File: src/rtl/stream_demux_if.sv
// Handshake bundle for stream_demux: one upstream beat port, N_OUT downstream valid/ready
// channels sharing data/last, plus status.
interface stream_demux_if #(
  parameter int N_OUT = 8,
  parameter int WIDTH = 8,
  parameter int SEL_W = 3
);
  logic             en;
  logic [WIDTH-1:0] in_data;
  logic [SEL_W-1:0] in_sel;
  logic             in_last;
  logic             in_valid;
  logic             in_ready;
  logic [WIDTH-1:0] out_data;
  logic             out_last;
  logic [N_OUT-1:0] out_valid;
  logic [N_OUT-1:0] out_ready;
  logic [SEL_W-1:0] cur_sel;
  logic             busy;
  logic [15:0]      drop_cnt;

  modport master (
    output en, in_data, in_sel, in_last, in_valid, out_ready,
    input  in_ready, out_data, out_last, out_valid, cur_sel, busy, drop_cnt
  );

  modport slave (
    input  en, in_data, in_sel, in_last, in_valid, out_ready,
    output in_ready, out_data, out_last, out_valid, cur_sel, busy, drop_cnt
  );
endinterface

File: src/rtl/stream_demux.sv
// Registered 1-to-N_OUT packet demux; destination latched on the first beat of each packet.
// Define STREAM_DEMUX_DROP_EN to drop and count packets to illegal channels (else clamp to N_OUT-1).
module stream_demux #(
  parameter int N_OUT = 8,
  parameter int WIDTH = 8,
  parameter int SEL_W = 3
) (
  input logic           clk,
  input logic           rst,
  stream_demux_if.slave bus
);

`ifdef STREAM_DEMUX_DROP_EN
  typedef enum logic [1:0] {IDLE, FWD, DROP} state_t;
`else
  typedef enum logic [1:0] {IDLE, FWD} state_t;
`endif

  state_t           state_q, state_d;
  logic             v_q, v_d;
  logic [WIDTH-1:0] d_q, d_d;
  logic             l_q, l_d;
  logic [SEL_W-1:0] ch_q, ch_d;
  logic [SEL_W-1:0] cur_q, cur_d;
`ifdef STREAM_DEMUX_DROP_EN
  logic [15:0]      cnt_q, cnt_d;
`endif

  logic             ready_ch;
  logic             free;
  logic             legal;
  logic [SEL_W-1:0] first_ch;
  logic             rdy;
  logic             accept;
  logic [N_OUT-1:0] ov;

  // Only the ready bit of the held beat's channel is ever observed.
  always_comb begin
    ready_ch = 1'b0;
    for (int unsigned i = 0; i < N_OUT; i++) begin
      if (ch_q == SEL_W'(i)) ready_ch = bus.out_ready[i];
    end
  end

  assign free  = !v_q || ready_ch;
  assign legal = (32'(bus.in_sel) < N_OUT);

`ifdef STREAM_DEMUX_DROP_EN
  assign first_ch = bus.in_sel;
`else
  assign first_ch = legal ? bus.in_sel : SEL_W'(N_OUT - 1);
`endif

  always_comb begin
    state_d = state_q;
    v_d     = v_q;
    d_d     = d_q;
    l_d     = l_q;
    ch_d    = ch_q;
    cur_d   = cur_q;
`ifdef STREAM_DEMUX_DROP_EN
    cnt_d   = cnt_q;
`endif
    rdy     = 1'b0;

    if (v_q && ready_ch) v_d = 1'b0;

    unique case (state_q)
      IDLE:    rdy = bus.en && free;
      FWD:     rdy = free;
`ifdef STREAM_DEMUX_DROP_EN
      DROP:    rdy = 1'b1;
`endif
      default: rdy = 1'b0;
    endcase
    if (rst) rdy = 1'b0;

    accept = bus.in_valid && rdy;

    // A load overrides the drain-clear above, so a simultaneous drain+load keeps v set.
    if (accept) begin
      unique case (state_q)
        IDLE: begin
          cur_d = first_ch;
`ifdef STREAM_DEMUX_DROP_EN
          if (legal) begin
`endif
            v_d  = 1'b1;
            d_d  = bus.in_data;
            l_d  = bus.in_last;
            ch_d = first_ch;
            if (!bus.in_last) state_d = FWD;
`ifdef STREAM_DEMUX_DROP_EN
          end else begin
            if (cnt_q != '1) cnt_d = cnt_q + 16'd1;
            if (!bus.in_last) state_d = DROP;
          end
`endif
        end
        FWD: begin
          v_d  = 1'b1;
          d_d  = bus.in_data;
          l_d  = bus.in_last;
          ch_d = cur_q;
          if (bus.in_last) state_d = IDLE;
        end
`ifdef STREAM_DEMUX_DROP_EN
        DROP: begin
          if (bus.in_last) state_d = IDLE;
        end
`endif
        default: state_d = IDLE;
      endcase
    end
  end

  always_ff @(posedge clk) begin
    if (rst) begin
      state_q <= IDLE;
      v_q     <= 1'b0;
      d_q     <= '0;
      l_q     <= 1'b0;
      ch_q    <= '0;
      cur_q   <= '0;
`ifdef STREAM_DEMUX_DROP_EN
      cnt_q   <= '0;
`endif
    end else begin
      state_q <= state_d;
      v_q     <= v_d;
      d_q     <= d_d;
      l_q     <= l_d;
      ch_q    <= ch_d;
      cur_q   <= cur_d;
`ifdef STREAM_DEMUX_DROP_EN
      cnt_q   <= cnt_d;
`endif
    end
  end

  always_comb begin
    ov = '0;
    for (int unsigned i = 0; i < N_OUT; i++) begin
      ov[i] = v_q && (ch_q == SEL_W'(i));
    end
  end

  assign bus.in_ready  = rdy;
  assign bus.out_valid = ov;
  assign bus.out_data  = d_q;
  assign bus.out_last  = l_q;
  assign bus.cur_sel   = cur_q;
  assign bus.busy      = (state_q != IDLE) || v_q;
`ifdef STREAM_DEMUX_DROP_EN
  assign bus.drop_cnt  = cnt_q;
`else
  assign bus.drop_cnt  = '0;
`endif

endmodule

File: src/flat_wrapper.sv
// flat-port wrapper written by rule: the top's interface ports become plain ports
module stream_demux_flat 
#(
  parameter int N_OUT = 8,
  parameter int WIDTH = 8,
  parameter int SEL_W = 3
)
  (clk, rst, bus_en, bus_in_data, bus_in_sel, bus_in_last, bus_in_valid, bus_out_ready, bus_in_ready, bus_out_data, bus_out_last, bus_out_valid, bus_cur_sel, bus_busy, bus_drop_cnt);
  stream_demux_if #(.N_OUT(N_OUT), .WIDTH(WIDTH), .SEL_W(SEL_W)) bus_i ();
  input logic clk;
  input logic rst;
  input wire logic [$bits(bus_i.en)-1:0] bus_en;
  input wire logic [$bits(bus_i.in_data)-1:0] bus_in_data;
  input wire logic [$bits(bus_i.in_sel)-1:0] bus_in_sel;
  input wire logic [$bits(bus_i.in_last)-1:0] bus_in_last;
  input wire logic [$bits(bus_i.in_valid)-1:0] bus_in_valid;
  input wire logic [$bits(bus_i.out_ready)-1:0] bus_out_ready;
  output wire logic [$bits(bus_i.in_ready)-1:0] bus_in_ready;
  output wire logic [$bits(bus_i.out_data)-1:0] bus_out_data;
  output wire logic [$bits(bus_i.out_last)-1:0] bus_out_last;
  output wire logic [$bits(bus_i.out_valid)-1:0] bus_out_valid;
  output wire logic [$bits(bus_i.cur_sel)-1:0] bus_cur_sel;
  output wire logic [$bits(bus_i.busy)-1:0] bus_busy;
  output wire logic [$bits(bus_i.drop_cnt)-1:0] bus_drop_cnt;
  assign bus_i.en = bus_en;
  assign bus_i.in_data = bus_in_data;
  assign bus_i.in_sel = bus_in_sel;
  assign bus_i.in_last = bus_in_last;
  assign bus_i.in_valid = bus_in_valid;
  assign bus_i.out_ready = bus_out_ready;
  assign bus_in_ready = bus_i.in_ready;
  assign bus_out_data = bus_i.out_data;
  assign bus_out_last = bus_i.out_last;
  assign bus_out_valid = bus_i.out_valid;
  assign bus_cur_sel = bus_i.cur_sel;
  assign bus_busy = bus_i.busy;
  assign bus_drop_cnt = bus_i.drop_cnt;
  stream_demux #(.N_OUT(N_OUT), .WIDTH(WIDTH), .SEL_W(SEL_W)) u_core (.clk(clk), .rst(rst), .bus(bus_i));
endmodule
File: config.mk
export PLATFORM = sky130hd
export DESIGN_NAME = stream_demux_flat
export DESIGN_NICKNAME = d
export VERILOG_FILES = /design/src/rtl/stream_demux_if.sv /design/src/rtl/stream_demux.sv /design/src/flat_wrapper.sv
export SDC_FILE = /design/constraint.sdc
export NUM_CORES = 1
export LEC_CHECK = 0
export ABC_AREA = 1
export BUFFER_PORTS_ARGS = -buffer_cell sky130_fd_sc_hd__buf_4
export CORE_MARGIN = 1
export CORE_UTILIZATION = 40
export DETAILED_ROUTE_END_ITERATION = 8
export PLACE_DENSITY = 0.78
export SKIP_LAST_GASP = 1
export SYNTH_ARGS = -nofsm -noshare
export SYNTH_HDL_FRONTEND = slang
export SYNTH_SLANG_ARGS = --single-unit
File: constraint.sdc
create_clock -name clk -period 2.45 [get_ports clk]
set_input_delay 0 -clock clk [delete_from_list [all_inputs] [get_ports clk]]
set_output_delay 0 -clock clk [all_outputs]
set_load 0.01 [all_outputs]
==> results.md <==
- The netlist area before placement is approximately 1100 um2.
- Yosys printed 0 warnings.
- The arrival time at the worst endpoint is between 1500 and 2000 ps.
- The met2 track utilization from global routing is 35.0%.
- The endpoint required time on the critical path is 2450 ps.
- The layout has between 200 and 250 filler cells.
- The number of synthesized register bits is 17.
- Along the worst path, the maximum fanout reaches 10.
- The maximum clock rate is 0.546 GHz.
- By area the synthesized netlist is led by sky130_fd_sc_hd__dfxtp_1, sky130_fd_sc_hd__buf_4, sky130_fd_sc_hd__nand2_1, sky130_fd_sc_hd__nand4_1, sky130_fd_sc_hd__a21oi_1.
- The number of violations reported at the end of detailed-routing iteration 0 is 21.
- The post-cts resize count is 0.
- For the worst-skew pair, the clock arrives at the later sink with an insertion delay of ~300 ps.
- Leaving out fill and tap cells, the most frequent cells in the layout are sky130_fd_sc_hd__buf_4, sky130_fd_sc_hd__nand2_1, sky130_fd_sc_hd__dfxtp_1, sky130_fd_sc_hd__conb_1, sky130_fd_sc_hd__inv_1.
- Setup repair after global routing left no endpoint under its margin.
- The combined area of the multi-input logic cells is 509 um2.
- The number of antenna diodes is 0.
- The number of global-route vias before repair came to 926.
- After technology mapping, the gate count stands at 138.
- The met1 track demand over resource is 21.5%.
- The global routing stage identified its most utilized layer as met2.
- The post-placement setup slack is 650 ps.
- For this run, the detailed router's first-pass iteration total came to 4.
- The fraction of final layout cells with drive strength greater than 1 is 31.9%.
- The floorplan core area is roughly 2500 um2.
- At the end of the flow the core is filled with cells to between 50 and 60%.
- Across the run, the number of max-cap violations was 0.
- The remaining global-route overflow is 0.
- Detailed placement ended at an HPWL of 1710 um.
- The worst setup path is launched from a flop.
- The buffer type at the clock tree root is sky130_fd_sc_hd__clkbuf_4.
- The final layout contains ~220 nets.
- The minimum clock period after layout is 1830 ps.
- The share of the clock period used by the worst path is 74.7%.
- The floorplan step defined a die boundary enclosing ~2800 um2.
- The number of antenna violations at the first check in global routing is 0.
- Adding up every negative setup slack in the final design gives 0 ps.
- The floorplan row count is 18.
- The post-detailed-route DRC marker count is 0.
- The cell at the slowest stage of the critical path is sky130_fd_sc_hd__dfxtp_1.
- The fraction of post-synthesis cell area in the top cell type by area is 32.3%.
- Clock-pin slew was measured on the worst setup and hold paths at 100 ps.
- TritonCTS built the clock tree.
- The final count of pins violating max slew is 0.
- Leaving out fill and tap cells, the most frequent cell in the layout is sky130_fd_sc_hd__buf_4.
- The share of synthesized area occupied by flip-flops and latches is 32.3%.
- The combined global-route utilization of all metal layers is 19.2%.
- The start-to-end type of the worst setup path is reg2out.
- Setup violations remaining at the end of the flow were counted as 0.
- The largest total area in the synthesized netlist belongs to sky130_fd_sc_hd__dfxtp_1.
- The count of clock tree sinks is 17.
- The mean post-synth cell area is roughly 7.6 um2.
- Counting along the longest clock path gives a buffer depth of 2.
- The run finished with clean final reports.
- The number of buffers and inverters on the critical path is 2.
- Once routing completed, OpenROAD measured the worst setup slack at between 600 and 700 ps.
- The worst clock skew on the final layout is ~2.1 ps.
- Total power for the finished layout comes to a little over 0.0006 W.
- The pin count of the biggest net entering global routing is 24.
- The post-route antenna net violation count is 0.
- The total count of hold-check failures in the final report came to 0.
- The maximum vdd ir drop is 0.376 mV.
- The power per standard cell area is approximately 430 nW/um2.
- In this run the post-CTS setup repair buffer count came out at 0.
- The count of buffers added on input and output ports is 45.
- The kind of end point of the critical path is a primary output.
- The area growth from synthesis to layout is 37.0%.
- In the final routed layout, each cell accounts on average for 11.1 um.
- At the end of routability-driven placement, the weighted congestion stood at 0.836.
- The family with the most delay on the worst path is simple AND/OR/NAND/NOR gates.
- The CTS buffer count is 3.
- The total I/O pin count is 62.
- The total wire length is 2450 um.
- The post-detailed-route via-to-cell ratio is 4.74.
- The tightest min-delay check is of the in2reg type.
- Summing over every cut layer, the via total after detailed routing is 1047.
- The starting utilization of the core area is 42.5%.
- The width of the chip is 53.3 um.
- For this run, the slowest stage of the critical path takes between 500 and 600 ps.
- The first global-routing pass estimated 3970 um of wire.
- Across all hold checks on the routed design, the worst slack comes to 2.58 ps.
- The global routing usage on met3 is 1.72%.
- In this run the register-to-register setup slack is between 600 and 700 ps.
- Traced cell by cell, the critical path runs through inv_2 > nand4_1 > nand4_1 > nor2_2 > nand4_4 > nand2_1 > nor2_1 > buf_4.
- The overall die height is 53.3 um.
- In this run, distinct cell masters in the synthesized netlist total 24.
- The dominant cell type by count on the critical path is sky130_fd_sc_hd__nand4_1.
- The area of all sequential standard cells is 340 um2.
- The leakage dissipation is around 0.65 nW.
- The number of hold buffers added after CTS was 12.
- CTS built an H-tree with a depth of 1.
worst paths after layout:
path                     startpoint                     end  cells past startpoint
min reg2reg  u_core.bus.out_data[3]  u_core.bus.out_data[3]                      2
min                     bus_in_last     u_core.bus.out_last                      3
max                  u_core.ch_q[0]            bus_in_ready                      8
max reg2reg          u_core.ch_q[0]   u_core.bus.cur_sel[2]                      9
logic make-up after synthesis:
kind of cell | Yosys count | synth area share, %
flip-flops | 17 | 32.3
AO/OA/AOI/OAI | 24 | 15.0
other | 1 | 0.356
AND/OR/NAND/NOR | 56 | 27.7
buffers and inverters | 40 | 24.6
per-layer routing:
metal  part of all wire [%]  vias to the layer above
met4                    2.0                        0
met3                    6.6                        5
met2                     51                       46
li1                       -                      531
met5                      0                        -
met1                     40                      465
synthesized netlist by cell type:
cell                        n
sky130_fd_sc_hd__nor2_2     1
sky130_fd_sc_hd__nand3_4    1
sky130_fd_sc_hd__a41oi_4    1
sky130_fd_sc_hd__nand3_1    2
sky130_fd_sc_hd__nand2_1   25
sky130_fd_sc_hd__inv_4      1
sky130_fd_sc_hd__nand2_2    1
sky130_fd_sc_hd__buf_6      4
sky130_fd_sc_hd__a21oi_2    4
sky130_fd_sc_hd__o21ai_0    2
sky130_fd_sc_hd__dfxtp_1   17
sky130_fd_sc_hd__inv_1     13
sky130_fd_sc_hd__buf_4     17
sky130_fd_sc_hd__o21ai_1    6
sky130_fd_sc_hd__conb_1     1
sky130_fd_sc_hd__clkbuf_2   1
sky130_fd_sc_hd__nand4_1   10
sky130_fd_sc_hd__nand4_4    1
sky130_fd_sc_hd__clkinv_1   1
sky130_fd_sc_hd__a21oi_1   11
sky130_fd_sc_hd__nor2_1     8
sky130_fd_sc_hd__nor4_1     7
sky130_fd_sc_hd__buf_8      1
sky130_fd_sc_hd__inv_2      2
metrics by stage:
stage	instance area (um2)	std cells
floorplan	1110	153
global placement	1290	205
detailed placement	1290	205
CTS	1440	221
global route	1440	221
finish	1440	221
report_power, final:
part / internal [W] / switching, W / total (W)
logic: 0.0000744 / 0.0000782 / 0.000153
registers: 0.000291 / 0.0000141 / 0.000305
clock network: 0.0000623 / 0.0000966 / 0.000159
total: 0.000428 / 0.000189 / 0.000616
layout make-up:
class | instances | area share (%)
inverter | 17 | 4.60
tap | 30 | 2.60
multi-input combinational | 96 | 35.3
timing repair buffer | 57 | 31.8
sequential | 17 | 23.6
clock inverter | 1 | 0.521
clock buffer | 3 | 1.56
state kept, by name, indices dropped and copies added (netlist names):
signal,count
u_core.bus.out_data,8
u_core.bus.cur_sel,3
u_core.ch_q,3
u_core.bus.out_last,1
u_core.state_q,1
u_core.v_q,1
worst register-to-register path, stage by stage (launching register included):
cell and delay [ps]:
sky130_fd_sc_hd__dfxtp_1 580, sky130_fd_sc_hd__inv_2 130, sky130_fd_sc_hd__nand4_1 120, sky130_fd_sc_hd__nand4_1 120
sky130_fd_sc_hd__nor2_2 140, sky130_fd_sc_hd__nand4_4 150, sky130_fd_sc_hd__nand3_4 240, sky130_fd_sc_hd__nor2_1 120
sky130_fd_sc_hd__nand2_1 70, sky130_fd_sc_hd__a21oi_1 60
(Power assumes the default switching activity.)
